## config.mk

```make
export PLATFORM = sky130hd
export DESIGN_NAME = gps_sat_scheduler
export DESIGN_NICKNAME = d
export VERILOG_FILES = /design/src/rtl/gps_sat_scheduler.sv
export SDC_FILE = /design/constraint.sdc
export NUM_CORES = 1
export LEC_CHECK = 0
export CORE_MARGIN = 2
export CORE_UTILIZATION = 58
export CTS_BUF_LIST = sky130_fd_sc_hd__clkbuf_8
export CTS_CLUSTER_DIAMETER = 120
export DETAILED_ROUTE_END_ITERATION = 7
export GPL_ROUTABILITY_DRIVEN = 1
export PLACE_DENSITY = 0.86
export SKIP_LAST_GASP = 1
export SLEW_MARGIN = 20
export SYNTH_ARGS = -nofsm -noshare
export SYNTH_HDL_FRONTEND = slang
export SYNTH_SLANG_ARGS = --single-unit
```

## constraint.sdc

```tcl
create_clock -name clk -period 4.4 [get_ports clk]
set_input_delay 0.88 -clock clk [delete_from_list [all_inputs] [get_ports clk]]
set_output_delay 0.88 -clock clk [all_outputs]
set_load 0.05 [all_outputs]
```

## src/rtl/gps_sat_scheduler.sv

```systemverilog
// Double-buffered satellite config: host writes land in shadow, commit applies the set atomically one cycle after the next epoch pulse.
// Writes take effect in shadow one cycle later; no backpressure, bad writes are dropped and flagged with wr_err.
module gps_sat_scheduler #(
   parameter int Nsat         = 4,
   parameter int EPOCH_CYCLES = 100000
) (
   input  logic                       clk,
   input  logic                       reset,
   input  logic                       wr_en,
   input  logic [7:0]                 wr_addr,
   input  logic [31:0]                wr_data,
   input  logic                       commit,
   output logic                       pending,
   output logic                       applied,
   output logic                       wr_err,
   output logic                       epoch,
   output logic [31:0]                epoch_count,
   output logic                       enable,
   output logic [Nsat-1:0][31:0]      freq,
   output logic [Nsat-1:0][15:0]      gain,
   output logic [Nsat-1:0][5:0]       ca_sel,
   output logic [15:0]                noise_gain
);

   localparam int         CW    = (EPOCH_CYCLES > 2) ? $clog2(EPOCH_CYCLES) : 1;
   localparam logic [6:0] NSAT7 = 7'(Nsat);

   typedef enum logic {IDLE, ARMED} state_t;

   state_t                state_q, state_d;
   logic [CW-1:0]         cnt_q, cnt_d;
   logic [31:0]           ecnt_q, ecnt_d;
   logic                  applied_q, applied_d;
   logic                  wr_err_q, wr_err_d;

   logic                  sh_en_q, sh_en_d, act_en_q, act_en_d;
   logic [15:0]           sh_ng_q, sh_ng_d, act_ng_q, act_ng_d;
   logic [Nsat-1:0][31:0] sh_fr_q, sh_fr_d, act_fr_q, act_fr_d;
   logic [Nsat-1:0][15:0] sh_gn_q, sh_gn_d, act_gn_q, act_gn_d;
   logic [Nsat-1:0][5:0]  sh_cs_q, sh_cs_d, act_cs_q, act_cs_d;

   logic [5:0]            idx;
   logic [1:0]            fld;
   logic                  sat_hit, glb_hit, wr_ok, apply, epoch_w;

   always_comb begin
      state_d   = state_q;
      sh_en_d   = sh_en_q;
      sh_ng_d   = sh_ng_q;
      sh_fr_d   = sh_fr_q;
      sh_gn_d   = sh_gn_q;
      sh_cs_d   = sh_cs_q;
      act_en_d  = act_en_q;
      act_ng_d  = act_ng_q;
      act_fr_d  = act_fr_q;
      act_gn_d  = act_gn_q;
      act_cs_d  = act_cs_q;

      epoch_w = (cnt_q == CW'(EPOCH_CYCLES - 1));
      cnt_d   = epoch_w ? '0 : cnt_q + CW'(1);
      ecnt_d  = epoch_w ? ecnt_q + 32'd1 : ecnt_q;

      idx     = wr_addr[7:2];
      fld     = wr_addr[1:0];
      sat_hit = ({1'b0, idx} < NSAT7);
      glb_hit = (idx == 6'd63);
      if (sat_hit)
         wr_ok = (fld == 2'd0) || (fld == 2'd1) || ((fld == 2'd2) && (wr_data <= 32'd35));
      else if (glb_hit)
         wr_ok = (fld <= 2'd1);
      else
         wr_ok = 1'b0;

      wr_err_d = wr_en && !wr_ok;

      if (wr_en && wr_ok) begin
         if (glb_hit) begin
            if (fld == 2'd0) sh_ng_d = wr_data[15:0];
            else             sh_en_d = wr_data[0];
         end else begin
            for (int i = 0; i < Nsat; i++) begin
               if (idx == 6'(i)) begin
                  case (fld)
                     2'd0:    sh_fr_d[i] = wr_data;
                     2'd1:    sh_gn_d[i] = wr_data[15:0];
                     default: sh_cs_d[i] = wr_data[5:0];
                  endcase
               end
            end
         end
      end

      // Apply uses the registered shadow, so a write in the apply cycle misses this set.
      apply     = (state_q == ARMED) && epoch_w;
      applied_d = apply;
      if (apply) begin
         act_en_d = sh_en_q;
         act_ng_d = sh_ng_q;
         act_fr_d = sh_fr_q;
         act_gn_d = sh_gn_q;
         act_cs_d = sh_cs_q;
      end

      case (state_q)
         IDLE:    if (commit)  state_d = ARMED;
         ARMED:   if (epoch_w) state_d = IDLE;
         default: state_d = IDLE;
      endcase
   end

   always_ff @(posedge clk) begin
      if (reset) begin
         state_q   <= IDLE;
         cnt_q     <= '0;
         ecnt_q    <= '0;
         applied_q <= 1'b0;
         wr_err_q  <= 1'b0;
         sh_en_q   <= 1'b0;
         sh_ng_q   <= '0;
         sh_fr_q   <= '0;
         sh_gn_q   <= '0;
         act_en_q  <= 1'b0;
         act_ng_q  <= '0;
         act_fr_q  <= '0;
         act_gn_q  <= '0;
         for (int i = 0; i < Nsat; i++) begin
            sh_cs_q[i]  <= 6'(i);
            act_cs_q[i] <= 6'(i);
         end
      end else begin
         state_q   <= state_d;
         cnt_q     <= cnt_d;
         ecnt_q    <= ecnt_d;
         applied_q <= applied_d;
         wr_err_q  <= wr_err_d;
         sh_en_q   <= sh_en_d;
         sh_ng_q   <= sh_ng_d;
         sh_fr_q   <= sh_fr_d;
         sh_gn_q   <= sh_gn_d;
         sh_cs_q   <= sh_cs_d;
         act_en_q  <= act_en_d;
         act_ng_q  <= act_ng_d;
         act_fr_q  <= act_fr_d;
         act_gn_q  <= act_gn_d;
         act_cs_q  <= act_cs_d;
      end
   end

   assign pending     = (state_q == ARMED);
   assign applied     = applied_q;
   assign wr_err      = wr_err_q;
   assign epoch       = epoch_w;
   assign epoch_count = ecnt_q;
   assign enable      = act_en_q;
   assign freq        = act_fr_q;
   assign gain        = act_gn_q;
   assign ca_sel      = act_cs_q;
   assign noise_gain  = act_ng_q;

endmodule

```

# Word level (Yosys, flattened, before mapping)

Index checks and enable logic that the tools add are counted.

Input bits: 44
Logic and storage cells: 79
Output and inout port bits: 269
Bits in registers: 518

Reduce and logical (&&, ||, !) cells: 25
Bitwise operators: 4
$add $sub $neg: 2
Equal/unequal tests: 7
Multiplexer cells: 5
Magnitude comparators: 3

Operators with widths:

| cell                    | number |
|---|---|
| $reduce_and A4 Y1       | 12 |
| $add A32 B1 Y32 const B | 1 |
| $le A32 B6 Y1 const B   | 1 |
| $add A17 B1 Y17 const B | 1 |
| $eq A17 B17 Y1 const B  | 1 |
| $eq A6 B2 Y1 const B    | 2 |
| $eq A6 B1 Y1 const B    | 1 |
| $eq A6 B6 Y1 const B    | 1 |
| $logic_not A6 Y1        | 1 |
| $lt A6 B3 Y1 const B    | 1 |
| $reduce_and A3 Y1       | 2 |
| $logic_and A1 B1 Y1     | 4 |
| $mux W1                 | 4 |
| $not A1 Y1              | 4 |
| $reduce_or A2 Y1        | 2 |
| $eq A2 B1 Y1 const B    | 1 |
| $eq A2 B2 Y1 const B    | 1 |
| $le A2 B1 Y1 const B    | 1 |
| $logic_not A2 Y1        | 1 |
| $logic_or A1 B1 Y1      | 2 |
| $pmux W1 S2             | 1 |
| $logic_not A1 Y1        | 1 |

# Depth between registers and ports, before layout

Gate-level depths: netlist of the first run.

Depth after elaboration: 6
Gate-level depth with buffers: 8
Gate-level depth less buffers: 6

# Least setup slack after synthesis of the first run

OpenSTA, ideal clock, no wires.

Kind: input port to flip-flop
Start point: in wr_addr[7]
End point: reg sh_fr_q[10] (netlist bit)
Required time: 4.268 ns
Path slack: 1.717 ns
Arrival time: 2.550 ns
Path buffers: 2
Cell stages on the path: 7
Setup time: 0.132 ns
Cells stage by stage: or4_1 > or2_2 > or3_1 > clkbuf_1 > clkbuf_1 > nand2_1 > a21oi_1

Word-level cells in the longest chain between the ends: 5
Elaborated cells between the ends (all ways): 8
Classes of those cells: order compare: 1; eq/ne: 1; mux: 2; bitwise: 1; reduce/logical: 3

Ends and longest elaborated chain:

| element                                              | RTL line | source |
|---|---|---|
| from (decl)                                          | 10       | `input logic [7:0] wr_addr,` |
| branches (longest 4 deep; another with $lt A6 B3 Y1) | n/a      |  |
| $reduce_and A4 Y1 (no source line) (*)               | n/a      |  |
| to (signal assigned)                                 | 138      | `sh_fr_q <= sh_fr_d;` |
| to (decl)                                            | 38       | `logic [Nsat-1:0][31:0] sh_fr_q, sh_fr_d, act_fr_q, act_fr_d;` |

Mark *: on every way between the ends.
A chain may end at the register's enable or synchronous reset.

# Worst setup path after layout of the first run

Start point: reg cnt_q[14]
End point: out epoch

Word-level cells in the longest chain between the ends: 1

Ends and longest elaborated chain:

| element                | RTL line | source |
|---|---|---|
| from (decl)            | 31       | `logic [CW-1:0] cnt_q, cnt_d;` |
| from (signal assigned) | 132      | `cnt_q <= cnt_d;` |
| $eq A17 B17 Y1         | 59       | `epoch_w = (cnt_q == CW'(EPOCH_CYCLES - 1));` |
| to (decl)              | 16       | `output logic epoch,` |

No other way between the ends.

==> metrics.txt, run 1 <==
detailed-route DRC error count=0; first-pass GRT wire length=75600 um; DP HPWL=30900 um; Final setup viols=0; CP required=3.52 ns; fin area=22600 um^2; Layout fillers=1990; post-CTS setup buffer count=0; Ys Warns=0; syn_area_per_cell=10.1 um^2; GRT Overall Usage=0.302; Final Hold Viols=0; vias post-DR=14.8k; RD Place Congestion=0.833; run status=completed; sequential fraction of the synthesis area=0.585; CTS hold repair buffers=0; chip height=179 um; top cell type by total area after synthesis=dfxtp_1; I/O pin cnt=313; Die Width=179 um; Worst Clk Skew=0.0354 ns; Root Buffer=clkbuf_8; pre-CTS setup slack=0.853 ns; Distinct cells, synth=46; Total Negative Setup Slacks=0 ns; final period utilization=0.870; drt wl/cell=20.1 um; share of post-route cells with drive strength above 1=0.0809; gr ovfl total=0; Area Growth Syn to Fin=27.8%; Worst setup EP type=output port; via/cell ratio=5.92; DIE AREA=32000 um^2; max-slew violation count=0; Routed Antenna Nets=0; Synth Instances=1760; Worst-path clk slew=0.06 ns; Worst Setup Start Kind=register; Max-Cap Viols=0; Final WS setup=0.573 ns; worst-path fanout max=5; Hold Crit Class=reg -> reg; TritonCTS clock tree=yes; worst slew pin tran=1.37 ns; post-cts resize count=0; most frequent cells in the layout=dfxtp_1 (518), clkdlybuf4s50_1 (311), nand2_1 (277); fmax=261 MHz; ranking of synthesized cells by area=dfxtp_1 (59%), a22o_1 (11%), nand2_1 (5.9%); crit path DAT=2.95 ns; starting density of the core=0.593; post-route minimum period=3.83 ns; vias in the first global route=13.8k; row count=63; share of the synthesized area in the top cell type=0.585; CP Class=reg -> out; Final Power=0.00880 W; H-tree depth=3; FFs w/ async S/R, synth=0; Syn Nets=1806; headroom to the max-slew limit=0.0858; Core ar.=29900 um^2; Clock Path Buffers=3; RSZ-0062 raised after global routing=no; Port Buffer Count=312; Top FF cell, synth=dfxtp_1; Leakage Power=8.21 nW; Yosys reg bits=518; Routed WL=50200 um; 1st-iter DRT viols=1346; Num Clock Sinks=518; Max VDD drop=0.246 mV; total CTS buffers=78; layout net count=2086; commonest non-fill, non-tap cell in the layout=dfxtp_1; Post-synth EDFFs=0; power density cells=389 nW/um^2; drt pass-1 iters=5; clk_lat worst skew=0.60 ns; total placed instance area=21100 um^2; Mapped Area=17700 um^2; initial antenna violation count=1; largest net degree at the start of global routing=230
-- area by class of cell --
class                           instances  area, um^2  share of cell area
Timing Repair Buffer                  343        3400               0.150
Tap cell                              390         488              0.0216
Multi-Input combinational cell       1094        6790               0.300
Clock buffer                           99        1360              0.0602
Inverter                                5        18.8            0.000829
Antenna cell                            2        5.00            0.000221
Sequential cell                       518       10400               0.458
Clock inverter                         43         205             0.00906
-- stage by stage --
stage	utilization	hold slack (ns)	instances
after floorplan	-	0.426	1760
after global placement	0.705	0.438	2350
after detailed placement	0.705	0.447	2350
after CTS	0.757	0.440	2492
after global routing	0.758	0.460	2493
final	0.758	0.437	2494
-- power by group --
part           leakage, nW  total [W]  internal [W]  switching (W)
logic                 3.12   0.000233     0.0000631       0.000170
registers             4.17    0.00470       0.00470     0.00000533
clock network        0.912    0.00387       0.00204        0.00183
-- registers in the layout (all words and copies together), names as in the netlist --
register     count
applied          1
ca_sel          24
cnt_q           17
enable           1
epoch_count     32
freq           128
gain            64
noise_gain      16
pending          1
sh_cs_q         24
sh_en_q          1
sh_fr_q        128
sh_gn_q         64
sh_ng_q         16
wr_err           1
-- critical path: stages, from the launching register on --
cell	delay [ns]
dfxtp_1	0.35
or4_4	0.58
nor4_4	0.37
and2_1	0.25
clkdlybuf4s50_1	0.82
-- kinds of logic (layout without fill, tap and decap cells) --
logic type | Yosys count | in the layout | synth area share
xor gates and xnor gates | 25 | 25 | 0.0124
buffers and inverters | 148 | 490 | 0.0343
DFF | 518 | 518 | 0.585
muxes | 101 | 101 | 0.0571
other | 0 | 2 | 0
AOI/OAI and AO/OA | 406 | 406 | 0.167
and+or+nand+nor | 560 | 560 | 0.142
adders and majority gates | 2 | 2 | 0.00141
-- path summary, 6_finish.rpt --
| kind | start | end | slack (ns) | cells after the start |
|---|---|---|---|---|
| min reg2reg | sh_fr_q[1]$_SDFFE_PP0P_ | freq[1]$_SDFFE_PP0P_ | 0.44 | 1 |
| max | cnt_q[14]$_SDFF_PP0_ | epoch | 0.57 | 4 |
| max reg2reg | cnt_q[14]$_SDFF_PP0_ | freq[104]$_SDFFE_PP0P_ | 1.27 | 7 |
| min | sh_fr_q[1]$_SDFFE_PP0P_ | freq[1]$_SDFFE_PP0P_ | 0.44 | 1 |
-- Yosys cell counts (7+ instances only) --
master,instances
nor2_1,151
nor3_1,7
mux2i_1,101
xor2_1,19
or4_1,17
dfxtp_1,518
buf_2,33
a22o_1,229
a21oi_1,148
nand2_1,277
clkbuf_1,107
nor4_1,9
nand4_1,26
o31ai_1,15
and3_1,11
or3_1,10
nand3_1,18
-- metal layers --
metal / global-route usage / share of wire
met1: 0.380 / 0.41
met2: 0.506 / 0.49
met3: 0.0602 / 0.071
met4: 0.133 / 0.035
met5: 0 / 0
No activity file was read; power rests on OpenSTA's default activity.
==> run 2: changes to the inputs <==
--- a/config.mk
+++ b/config.mk
@@ -12,6 +12,7 @@
 export DETAILED_ROUTE_END_ITERATION = 7
 export GPL_ROUTABILITY_DRIVEN = 1
 export PLACE_DENSITY = 0.86
+export REMOVE_ABC_BUFFERS = 1
 export SKIP_LAST_GASP = 1
 export SLEW_MARGIN = 20
 export SYNTH_ARGS = -nofsm -noshare
==> run 2 against run 1 <==
  * First-iteration DRC count up 11%
  * Clock power about the same
  * Combinational power down 9.0%
  * Clock-buffer cell count increased by 4
  * Flip-flop and latch count stayed put
  * Cell area shrank 0.17%
  * Critical endpoint unchanged
  * Critical path depth unchanged
  * Non-clock buffer count decreased by 2
  * Worst hold slack improved by 0.017 ns
  * Wire length down 1.6%
  * Largest cell class unchanged
  * Sequential share of layout area grew 0.076 points
==> metrics.txt, run 2 (synthesis results as in run 1) <==
run status=completed; Core ar.=29900 um^2; Setup crit end=epoch; vias post-DR=14.6k; power share of the clock group=0.439; post-CTS setup buffer count=0; Logic pwr share=0.024; Sw Share=0.219; Hold Crit Class=reg -> reg; gr ovfl total=0; Port Buffer Count=312; 1st-iter DRT viols=1497; Die Width=179 um; Root Buffer=clkbuf_8; crit path DAT=2.89 ns; Clock Path Buffers=3; Final Hold Viols=0; Leakage Power=8.17 nW; Area Growth Syn to Fin=27.6%; fmax=265 MHz; utilization after layout=0.757; worst-path fanout max=5; Setup crit start=cnt_q[14]$_SDFF_PP0_; DIE AREA=32000 um^2; Max-Cap Viols=0; Max VDD drop=0.339 mV; FF-to-FF Start=cnt_q[14]$_SDFF_PP0_; headroom to the max-slew limit=0.266; share of post-route cells with drive strength above 1=0.0789; post-cts resize count=0; power density cells=388 nW/um^2; Worst-path clk slew=0.06 ns; Num Clock Sinks=518; CP required=3.52 ns; TritonCTS clock tree=yes; FF-to-FF setup slack=1.41 ns; RD Place Congestion=0.819; I/O pin cnt=313; layout net count=2085; Worst Hold Launch=sh_fr_q[33]$_SDFFE_PP0P_; max-slew violation count=0; final period utilization=0.858; H-tree depth=3; CTS hold repair buffers=0; via/cell ratio=5.89; R2R Path End=freq[23]$_SDFFE_PP0P_; most frequent cells in the layout=dfxtp_1 (518), clkdlybuf4s50_1 (311), nand2_1 (277); Cell Int Power=0.00684 W; post-route minimum period=3.77 ns; Total Negative Setup Slacks=0 ns; total placed instance area=21000 um^2; commonest non-fill, non-tap cell in the layout=dfxtp_1; Routed Antenna Nets=0; detailed-route DRC error count=0; Final setup viols=0; clk_lat worst skew=0.59 ns; sequential fraction of design power=0.537; Sw Pwr=0.00192 W; R2R cell count=7; row count=63; total CTS buffers=79; RSZ-0062 raised after global routing=no; drt pass-1 iters=6; vias in the first global route=13.9k; Worst Clk Skew=0.0218 ns; initial antenna violation count=1; starting density of the core=0.593; drt wl/cell=19.9 um; chip height=179 um; fin area=22600 um^2; Worst Setup Start Kind=register; GRT Overall Usage=0.300; CP Class=reg -> out; Layout fillers=2061; Routed WL=49300 um; largest net degree at the start of global routing=230; worst slew pin tran=1.10 ns; DP HPWL=30600 um; first-pass GRT wire length=75600 um; Worst setup EP type=output port; Final Power=0.00876 W
## run 2: area by class of cell
type                       instances  area, um^2  share of cell area
sequential                       518       10400               0.459
antenna                            2        5.00            0.000221
tap                              390         488              0.0216
timing repair buffer             341        3380               0.150
clock inverter                    30         134             0.00592
inverter                           5        18.8            0.000830
clock buffer                     103        1420              0.0627
multi-input combinational       1094        6790               0.300
## run 2: stage by stage
step,std cells,worst slack [ns],hold slack [ns]
after floorplan,1617,-5.60,0.426
after global placement,2348,1.02,0.437
after detailed placement,2348,0.989,0.447
after CTS,2481,0.601,0.454
after global routing,2482,0.519,0.469
final,2483,0.626,0.455
## run 2: per-layer routing
metal,vias to the layer above,share of wire,GRT usage,routed length (um)
met4,0,0.035,0.127,1730
met1,7115,0.42,0.389,20600
li1,6755,-,-,-
met5,-,0,0,0
met2,627,0.47,0.485,23200
met3,119,0.077,0.0655,3790
## run 2: how the worst min path moves through the flow
stage | depth (start not counted) | end | slack, ns
final | 2 | sh_fr_q[33]$_SDFFE_PP0P_ | 0.45
after floorplan | 1 | cnt_q[0]$_SDFF_PP0_ | 0.43
after global placement | 1 | cnt_q[0]$_SDFF_PP0_ | 0.44
after detailed placement | 2 | sh_fr_q[18]$_SDFFE_PP0P_ | 0.45
after global routing | 1 | gain[3]$_SDFFE_PP0P_ | 0.47
after CTS | 2 | sh_fr_q[35]$_SDFFE_PP0P_ | 0.45
## run 2: power groups by stage
| stage | Clock, W | Sequential, W | Combinational, W |
|---|---|---|---|
| final | 0.00385 | 0.00470 | 0.000212 |
| after global routing | 0.00411 | 0.00470 | 0.000223 |
| after CTS | 0.00391 | 0.00470 | 0.000208 |
| after detailed placement | 0 | 0.00480 | 0.000207 |
| after global placement | 0 | 0.00480 | 0.000205 |
| after floorplan | 0 | 0.00481 | 0.0000455 |
## run 2: worst max-delay path, cell delays in order (launching register included)
cell,delay [ns]
dfxtp_1,0.36
or4_4,0.58
nor4_4,0.34
and2_1,0.22
clkdlybuf4s50_1,0.81
==> run 3: changes to the inputs <==
--- a/config.mk
+++ b/config.mk
@@ -5,7 +5,6 @@
 export SDC_FILE = /design/constraint.sdc
 export NUM_CORES = 1
 export LEC_CHECK = 0
-export CORE_MARGIN = 2
 export CORE_UTILIZATION = 58
 export CTS_BUF_LIST = sky130_fd_sc_hd__clkbuf_8
 export CTS_CLUSTER_DIAMETER = 120
==> run 3 against run 2 <==
  * Sequential share of layout area shrank 0.16 points
  * Worst hold slack lost 0.0016 ns
  * Non-clock buffer count shrank 2
  * Flip-flop and latch count unchanged
  * First-iteration DRC count shrank 20%
  * Setup slack lost 0.034 ns
  * Critical endpoint unchanged
  * Cell count rose by 0.12%
  * Via count grew 0.42%
  * Cell area rose by 0.36%
  * Clock skew rose by 0.017 ns
  * Fmax fell by 0.89%
  * Utilization rose by 0.27 points
==> metrics.txt, run 3 (synthesis results as in run 1) <==
post-route minimum period=3.81 ns; Hold Path Depth=2; post-cts resize count=0; vias in the first global route=14.0k; headroom to the max-slew limit=0.255; R2R cell count=7; DP HPWL=30200 um; ant diodes=0; largest net degree at the start of global routing=204; Port Buffer Count=312; RD Place Congestion=0.825; H-tree depth=3; GRT met1 Usage=0.392; Final Power=0.00892 W; Max VDD drop=0.297 mV; Worst Setup Start Kind=register; row count=63; 1st-iter DRT viols=1196; Final Hold Viols=0; share of post-route cells with drive strength above 1=0.0778; commonest non-fill, non-tap cell in the layout=dfxtp_1; chip height=177 um; Area Growth Syn to Fin=28.1%; initial antenna violation count=0; worst-path fanout max=5; most frequent cells in the layout=dfxtp_1 (518), clkdlybuf4s50_1 (311), nand2_1 (277); FF-to-FF setup slack=1.48 ns; Clock Path Buffers=3; Root Buffer=clkbuf_8; Max-Cap Viols=0; power density cells=393 nW/um^2; pre-CTS setup slack=1.04 ns; layout net count=2083; Leakage Power=8.23 nW; Worst Clk Skew=0.0384 ns; TritonCTS clock tree=yes; RSZ-0062 raised after global routing=no; fmax=263 MHz; Layout fillers=1976; vias post-DR=14.7k; max-slew violation count=0; gr ovfl total=0; via/cell ratio=5.90; Final WS setup=0.592 ns; Routed WL=49400 um; detailed-route DRC error count=0; Die Width=177 um; Routed Antenna Nets=0; routing usage on met3=0.0636; final period utilization=0.865; total CTS buffers=79; crit path DAT=2.93 ns; first-pass GRT wire length=76000 um; Hold Crit Class=reg -> reg; DIE AREA=31200 um^2; Worst-path clk slew=0.06 ns; Core ar.=29900 um^2; Num Clock Sinks=518; gr busiest metal=met2; drt wl/cell=19.9 um; CP Class=reg -> out; I/O pin cnt=313; CTS hold repair buffers=0; Placed Cells=2346; post-CTS setup buffer count=0; CP required=3.52 ns; Worst setup EP type=output port; Non-Filler Instances=2486; worst slew pin tran=1.11 ns; GRT Overall Usage=0.309; run status=completed; drt pass-1 iters=7; clk_lat worst skew=0.63 ns; starting density of the core=0.593; Final setup viols=0; met2 Use GR=0.501
[run 3: per-layer routing]
| layer | part of all wire | vias to the layer above |
|---|---|---|
| li1 | - | 6749 |
| met1 | 0.41 | 7098 |
| met2 | 0.47 | 694 |
| met3 | 0.081 | 136 |
| met4 | 0.040 | 0 |
| met5 | 0 | - |
[run 3: final timing paths]
kind | start | end
setup / recovery | cnt_q[14]$_SDFF_PP0_ | epoch
hold reg to reg | sh_fr_q[21]$_SDFFE_PP0P_ | sh_fr_q[21]$_SDFFE_PP0P_
hold / removal | sh_fr_q[21]$_SDFFE_PP0P_ | sh_fr_q[21]$_SDFFE_PP0P_
setup reg to reg | cnt_q[14]$_SDFF_PP0_ | freq[24]$_SDFFE_PP0P_
[run 3: area by class of cell]
| class | count | area [um^2] | area share |
|---|---|---|---|
| multi-input cells | 1094 | 6790 | 0.299 |
| clock inverters | 40 | 253 | 0.0111 |
| well taps | 390 | 488 | 0.0215 |
| repair buffers | 339 | 3390 | 0.150 |
| clock buffers | 100 | 1380 | 0.0607 |
| flip-flops and latches | 518 | 10400 | 0.457 |
| inverters | 5 | 18.8 | 0.000827 |
[run 3: stage by stage]
stage	instance area [um^2]	TNS [ns]	util	hold slack [ns]
floorplan	17100	-1281.93	-	0.426
detailed placement	21100	0	0.705	0.448
global placement	21100	0	0.705	0.439
finish	22700	0	0.759	0.453
CTS	22700	0	0.759	0.456
global route	22700	0	0.759	0.467
[run 3: critical path, stage by stage, from the launching register on]
cell and delay [ns]:
dfxtp_1 0.36, or4_4 0.58, nor4_4 0.34, and2_1 0.23, clkdlybuf4s50_1 0.82
[run 3: power by group]
part	switching, W	total (W)	internal [W]	leakage [nW]
Clock	0.00187	0.00400	0.00213	0.941
Combinational	0.000153	0.000213	0.0000598	3.11
Sequential	0.00000550	0.00470	0.00470	4.17
